===== config.mk =====
export PLATFORM = sky130hd
export DESIGN_NAME = pc_fetch_ctrl_flat
export DESIGN_NICKNAME = d
export VERILOG_FILES = /design/src/rtl/pc_fetch_ctrl_pkg.sv /design/src/rtl/pc_fetch_ctrl_if.sv /design/src/rtl/pc_fetch_ctrl_mux.sv /design/src/rtl/pc_fetch_ctrl.sv /design/src/flat_wrapper.sv
export SDC_FILE = /design/constraint.sdc
export NUM_CORES = 1
export LEC_CHECK = 0
export CAP_MARGIN = 25
export CORE_UTILIZATION = 43
export DETAILED_ROUTE_END_ITERATION = 10
export PLACE_DENSITY_LB_ADDON = 0.05
export RECOVER_POWER = 100
export SETUP_SLACK_MARGIN = 0.3
export SYNTH_ARGS = -nofsm -noshare
export SYNTH_HDL_FRONTEND = slang
export SYNTH_SLANG_ARGS = --single-unit

===== constraint.sdc =====
create_clock -name clk -period 3.1 [get_ports clk]
set_input_delay 0.465 -clock clk [delete_from_list [all_inputs] [get_ports clk]]
set_output_delay 0.465 -clock clk [all_outputs]
set_load 0.01 [all_outputs]

===== src/rtl/pc_fetch_ctrl_pkg.sv =====
// Shared types and constants for the RV32I fetch sequencer.
// Holds the PC mux select encoding, the FSM state type and the default reset vector.
package pc_fetch_ctrl_pkg;

    localparam logic [1:0] PC_SRC_SEQ  = 2'b00;
    localparam logic [1:0] PC_SRC_JALR = 2'b01;
    localparam logic [1:0] PC_SRC_IMM  = 2'b10;

    localparam logic [31:0] DEFAULT_RESET_VECTOR = 32'h0000_0000;

    typedef enum logic [2:0] {
        ST_IDLE,
        ST_FETCH,
        ST_HOLD,
        ST_HALTED,
        ST_FAULT
    } fetch_state_t;

    function automatic logic is_misaligned(input logic [31:0] addr);
        return addr[1:0] != 2'b00;
    endfunction

endpackage


===== src/rtl/pc_fetch_ctrl_if.sv =====
// Fetch-side bundle: instruction memory handshake plus the execute-stage redirect/control signals.
// master = fetch controller, slave = memory/execute side.
interface pc_fetch_ctrl_if;

    logic        imem_req;
    logic [31:0] imem_addr;
    logic        imem_ack;
    logic        instr_valid;
    logic [31:0] fetch_pc;
    logic        branch_taken;
    logic [31:0] imm_address;
    logic        jalr_en;
    logic [31:0] pc_next;
    logic        stall;
    logic        halt;
    logic [1:0]  pc_src;

    modport master (
        output imem_req, imem_addr, instr_valid, fetch_pc, pc_src,
        input  imem_ack, branch_taken, imm_address, jalr_en, pc_next, stall, halt
    );

    modport slave (
        input  imem_req, imem_addr, instr_valid, fetch_pc, pc_src,
        output imem_ack, branch_taken, imm_address, jalr_en, pc_next, stall, halt
    );

endinterface


===== src/rtl/pc_fetch_ctrl_mux.sv =====
// Next-PC mux: selects PC+4, the JALR target or the branch/JAL immediate target.
module pc_fetch_ctrl_mux
    import pc_fetch_ctrl_pkg::*;
(
    input  logic [31:0] pc_plus4,
    input  logic [31:0] imm_address,
    input  logic [31:0] pc_next,
    input  logic [1:0]  pc_src,
    output logic [31:0] pc_mux_out
);

    always_comb begin
        case (pc_src)
            PC_SRC_JALR: pc_mux_out = pc_next;
            PC_SRC_IMM:  pc_mux_out = imm_address;
            default:     pc_mux_out = pc_plus4;
        endcase
    end

endmodule


===== src/rtl/pc_fetch_ctrl.sv =====
// RV32I program counter sequencer: owns the PC, runs the imem req/ack handshake,
// picks the next-PC source and handles stall, halt and misaligned-target faults.
//
// state     | meaning
// ----------+-----------------------------------------------------------
// ST_IDLE   | one cycle after reset release, no request
// ST_FETCH  | imem_req high, waiting for / taking the ack
// ST_HOLD   | stalled after retire, request dropped until stall clears
// ST_HALTED | ECALL/EBREAK retired, frozen until reset
// ST_FAULT  | misaligned redirect target captured, frozen until reset
module pc_fetch_ctrl
    import pc_fetch_ctrl_pkg::*;
#(
    parameter logic [31:0] RESET_VECTOR = DEFAULT_RESET_VECTOR
) (
    input  logic                  clk,
    input  logic                  rst_n,
    pc_fetch_ctrl_if.master       bus,
    output logic                  fault,
    output logic [31:0]           fault_pc,
    output logic                  halted,
    output logic [63:0]           instret
);

    fetch_state_t state, state_nxt;
    logic [31:0]  pc;
    logic [31:0]  target;
    logic [1:0]   sel;
    logic         ack_fire;
    logic         target_bad;

    pc_fetch_ctrl_mux u_pc_mux (
        .pc_plus4    (pc + 32'd4),
        .imm_address (bus.imm_address),
        .pc_next     (bus.pc_next),
        .pc_src      (sel),
        .pc_mux_out  (target)
    );

    assign bus.imem_req    = (state == ST_FETCH);
    assign bus.imem_addr   = pc;
    assign bus.fetch_pc    = pc;
    assign bus.instr_valid = ack_fire;
    assign bus.pc_src      = sel;

    // Sequential PC+4 is always aligned, so only redirects can fault.
    assign target_bad = (sel != PC_SRC_SEQ) && is_misaligned(target);

    always_comb begin
        ack_fire  = (state == ST_FETCH) && bus.imem_ack;
        sel       = PC_SRC_SEQ;
        state_nxt = state;

        if (ack_fire) begin
            if (bus.jalr_en)
                sel = PC_SRC_JALR;
            else if (bus.branch_taken)
                sel = PC_SRC_IMM;
        end

        case (state)
            ST_IDLE:  state_nxt = ST_FETCH;
            ST_FETCH: begin
                if (ack_fire) begin
                    if (target_bad)
                        state_nxt = ST_FAULT;
                    else if (bus.halt)
                        state_nxt = ST_HALTED;
                    else if (bus.stall)
                        state_nxt = ST_HOLD;
                end
            end
            ST_HOLD:  if (!bus.stall) state_nxt = ST_FETCH;
            default:  state_nxt = state;
        endcase
    end

    always_ff @(posedge clk or negedge rst_n) begin
        if (!rst_n) begin
            state    <= ST_IDLE;
            pc       <= RESET_VECTOR;
            fault    <= 1'b0;
            fault_pc <= 32'h0;
            halted   <= 1'b0;
            instret  <= 64'h0;
        end else begin
            state <= state_nxt;
            if (ack_fire) begin
                if (target_bad) begin
                    fault    <= 1'b1;
                    fault_pc <= target;
                end else begin
                    pc      <= target;
                    instret <= instret + 64'd1;
                    if (bus.halt)
                        halted <= 1'b1;
                end
            end
        end
    end

endmodule


===== src/flat_wrapper.sv =====
// flat-port wrapper written by rule: the top's interface ports become plain ports
module pc_fetch_ctrl_flat import pc_fetch_ctrl_pkg::*;
#(
    parameter logic [31:0] RESET_VECTOR = DEFAULT_RESET_VECTOR
)
  (clk, rst_n, fault, fault_pc, halted, instret, bus_imem_req, bus_imem_addr, bus_instr_valid, bus_fetch_pc, bus_pc_src, bus_imem_ack, bus_branch_taken, bus_imm_address, bus_jalr_en, bus_pc_next, bus_stall, bus_halt);
  pc_fetch_ctrl_if bus_i ();
  input  logic clk;
  input  logic rst_n;
  output logic fault;
  output logic [31:0] fault_pc;
  output logic halted;
  output logic [63:0] instret;
  output wire logic [$bits(bus_i.imem_req)-1:0] bus_imem_req;
  output wire logic [$bits(bus_i.imem_addr)-1:0] bus_imem_addr;
  output wire logic [$bits(bus_i.instr_valid)-1:0] bus_instr_valid;
  output wire logic [$bits(bus_i.fetch_pc)-1:0] bus_fetch_pc;
  output wire logic [$bits(bus_i.pc_src)-1:0] bus_pc_src;
  input wire logic [$bits(bus_i.imem_ack)-1:0] bus_imem_ack;
  input wire logic [$bits(bus_i.branch_taken)-1:0] bus_branch_taken;
  input wire logic [$bits(bus_i.imm_address)-1:0] bus_imm_address;
  input wire logic [$bits(bus_i.jalr_en)-1:0] bus_jalr_en;
  input wire logic [$bits(bus_i.pc_next)-1:0] bus_pc_next;
  input wire logic [$bits(bus_i.stall)-1:0] bus_stall;
  input wire logic [$bits(bus_i.halt)-1:0] bus_halt;
  assign bus_imem_req = bus_i.imem_req;
  assign bus_imem_addr = bus_i.imem_addr;
  assign bus_instr_valid = bus_i.instr_valid;
  assign bus_fetch_pc = bus_i.fetch_pc;
  assign bus_pc_src = bus_i.pc_src;
  assign bus_i.imem_ack = bus_imem_ack;
  assign bus_i.branch_taken = bus_branch_taken;
  assign bus_i.imm_address = bus_imm_address;
  assign bus_i.jalr_en = bus_jalr_en;
  assign bus_i.pc_next = bus_pc_next;
  assign bus_i.stall = bus_stall;
  assign bus_i.halt = bus_halt;
  pc_fetch_ctrl #(.RESET_VECTOR(RESET_VECTOR)) u_core (.clk(clk), .rst_n(rst_n), .bus(bus_i), .fault(fault), .fault_pc(fault_pc), .halted(halted), .instret(instret));
endmodule

==> results.ini <==
[status]
status = finished, violations left
violations = max-capacitance violations, max-slew violations

[logic_synthesis]
synth_top_family_by_area = simple AND/OR/NAND/NOR gates
synthFlopType = dfrtp_1
synth_compound_area_frac = 0.156
avgSynthCellArea_um2 = 9.83
synth_nets = 833
ys_types = 64
synth-seq-cells = 133
seq_area_frac_synth = 0.447
synthArstFlopShare = 1.00
synth-adder-area-share = 0.00841
synth_edf_count = 0
yosys.area_share.simple = 0.210
syn-instance-count = 757
synth_xor_area_frac = 0.0871
yosysWarnings = 0
synth.mux.area_fraction = 0.0284
synth_area_um2 = 7440

[timing]
finalCriticalPeriod_ns = 2.99
drv_slew = 67
hold_viol_final = 0
rsz0062_at_grt = true
fin_skew_ns = 0.00937
slew_headroom = -0.144
fmax_ghz = 0.334
finalCritPeriodShare = 0.965
setup_viol = 0
layout_setup_ws_ns = 0.108
worst_slew_pin_slew_ns = 1.72

[drt]
dr_wl_met2_mm = 12.7
via_per_inst = 5.88
ant_nets = 0
top_layer = met4
wl_per_cell_um = 20.6
drt_iter0_markers = 620
drc = 0
via_count = 7528
drt-met1-wl_mm = 11.4
met3_length_mm = 1.78
wirelength_mm = 26.3
first_pass_iters = 6

[pwr]
p_leak_nw = 5.94
combPwrFrac = 0.421
p_sw_frac = 0.363
total_power_mw = 8.51
power.density_nw_per_um2 = 683
intPower_mw = 5.42
p_clk_frac = 0.257
switchingPower_mw = 3.08
p_seq_frac = 0.322
ir_worst_vdd_v = 0.000645

[floorplan]
die_w_um = 134
boundaryPins = 237
die_area_um2 = 17800
coreArea_um2 = 16800
fp-row-count = 47
die_h_um = 134
start_util = 0.444

[setup_path]
crit_path_max_fanout = 5
crit_required_ns = 3.44
end_kind = flip-flop
start_kind = flip-flop
arrival_ns = 3.34
reg2reg_setup_slack_ns = 0.11
r2r-start = u_core.state[1]$_DFFE_PN0P_
cp-startpoint = u_core.state[1]$_DFFE_PN0P_
crit_type = flip-flop to flip-flop
r2r_cells = 12

[flow_run]
maxCapViolations = 1

[cells_and_area]
drive_gt1_frac = 0.269
stdcell_count = 1281
regArea_um2 = 3330
design_area_um2 = 12500
syn2layout_area_growth_pct = 67.5
final_core_util = 0.744
n_fill_cell = 1165
antenna_cells = 0
fin_nets = 1125
multi_input_area_um2 = 4580

[placement]
gp_congestion = 0.922
dpl.hpwl_mm = 16.8
place_area_um2 = 10500
port_buffers = 236
placed_cells = 1190
place_ws_ns = -0.257

[clocking]
cts_max_level = 4
clk_pin_slew_ns = 0.06
cts_inserted_buffers = 17
cts_tree = done
clock_path_buffers = 2
clk_latency_ns = 0.43
clockRootBuffer = clkbuf_16
cts_sinks = 133

[hold_path]
hold_path_class = input port to asynchronous set/reset pin

[grt]
track_usage = 0.274
antenna_found_initial = 0
gr-total-overflow = 0
grt_first_pass_wirelength_mm = 38.2
grt_max_degree = 67
grt_pass1_vias = 7064

[area by class of cell]
cell class / count / share of cell area
multi-input cells: 537 / 0.367
inverters: 13 / 0.00452
flip-flops and latches: 133 / 0.267
repair buffers: 347 / 0.288
clock buffers: 18 / 0.0352
well taps: 220 / 0.0221
clock inverters: 13 / 0.0157
[worst max-delay path, cell delays in order (launching register included)]
cell	delay (ns)
dfrtp_1	0.41
nor3b_4	0.23
nand2_2	0.14
clkinv_4	0.07
nand3b_1	0.18
ha_4	0.36
nor3b_4	0.30
a211oi_4	0.08
or4_4	0.48
buf_12	0.17
buf_4	0.14
nor4_4	0.16
xor2_1	0.19
[state kept, by name (all words and copies together), names as in the netlist]
register	cells
u_core.instret	64
u_core.bus.fetch_pc	32
u_core.fault	1
u_core.halted	1
u_core.fault_pc	32
u_core.state	3
[cells by family (layout without fill, tap and decap cells)]
kind of cell	Yosys count	count (layout)
muxes	19	19
buffers and inverters	87	391
DFF	133	133
xor gates and xnor gates	74	74
AOI/OAI and AO/OA	159	159
and+or+nand+nor	280	280
adders and majority gates	5	5
[cells in the final DEF (no fill, tap or decap), drive strengths merged, types with 32 or more instances in the layout]
cell,count
a21oi,32
buf,100
clkdlybuf4s50,71
dfrtp,133
dlygate4sd3,164
nand2,72
nand3,38
nor2,35
xnor2,36
xor2,38
[repair_timing]
item / in CTS / in global routing
buffers inserted: 16 / 32
gates resized for setup: 19 / 139
setup endpoints to repair: 45 / 109
endpoints found under the hold margin: 0 / 0
hold buffers: 0 / 0
gates cloned: 0 / 12
pin swaps: 13 / 57
[stage by stage]
step	setup TNS (ns)	hold slack [ns]
final	0	0.456
after global routing	-0.0633	0.492
after CTS	0	0.0572
after detailed placement	-5.37	0.458
after global placement	-1.96	0.444
after floorplan	0	0.169
[synth_stat cells (17+ instances only)]
cell / count / area (µm²)
xnor2_1: 36 / 315
nor2_1: 35 / 131
a221oi_1: 26 / 228
nand3_1: 38 / 190
a21oi_1: 32 / 160
nor4_1: 17 / 106
and3_1: 21 / 131
xor2_1: 38 / 333
dfrtp_1: 133 / 3330
clkbuf_1: 36 / 135
mux2_2: 17 / 191
o21ai_0: 22 / 110
nand2_1: 72 / 270
buf_4: 32 / 240
nand4_1: 22 / 138
[power by group through the flow]
stage / clock (mW) / combinational, mW / sequential (mW)
after floorplan: 0 / 1.54 / 2.73
after global placement: 0 / 3.10 / 2.72
after detailed placement: 0 / 3.13 / 2.74
after CTS: 2.21 / 3.24 / 2.72
after global routing: 2.28 / 3.81 / 2.81
final: 2.19 / 3.58 / 2.74
[final timing paths]
path,end
setup / recovery,u_core.instret[57]$_DFFE_PN0P_
hold / removal,u_core.fault$_DFFE_PN0P_
setup reg to reg,u_core.instret[57]$_DFFE_PN0P_
hold reg to reg,u_core.fault$_DFFE_PN0P_
max in group asynchronous,u_core.instret[37]$_DFFE_PN0P_
min in group clk,u_core.fault$_DFFE_PN0P_
[routing by layer]
layer	global-route usage	vias up
met5	0	-
met4	0.0871	0
met3	0.0498	46
met2	0.429	336
met1	0.384	3779
li1	-	3367
(Power assumes the default switching activity.)
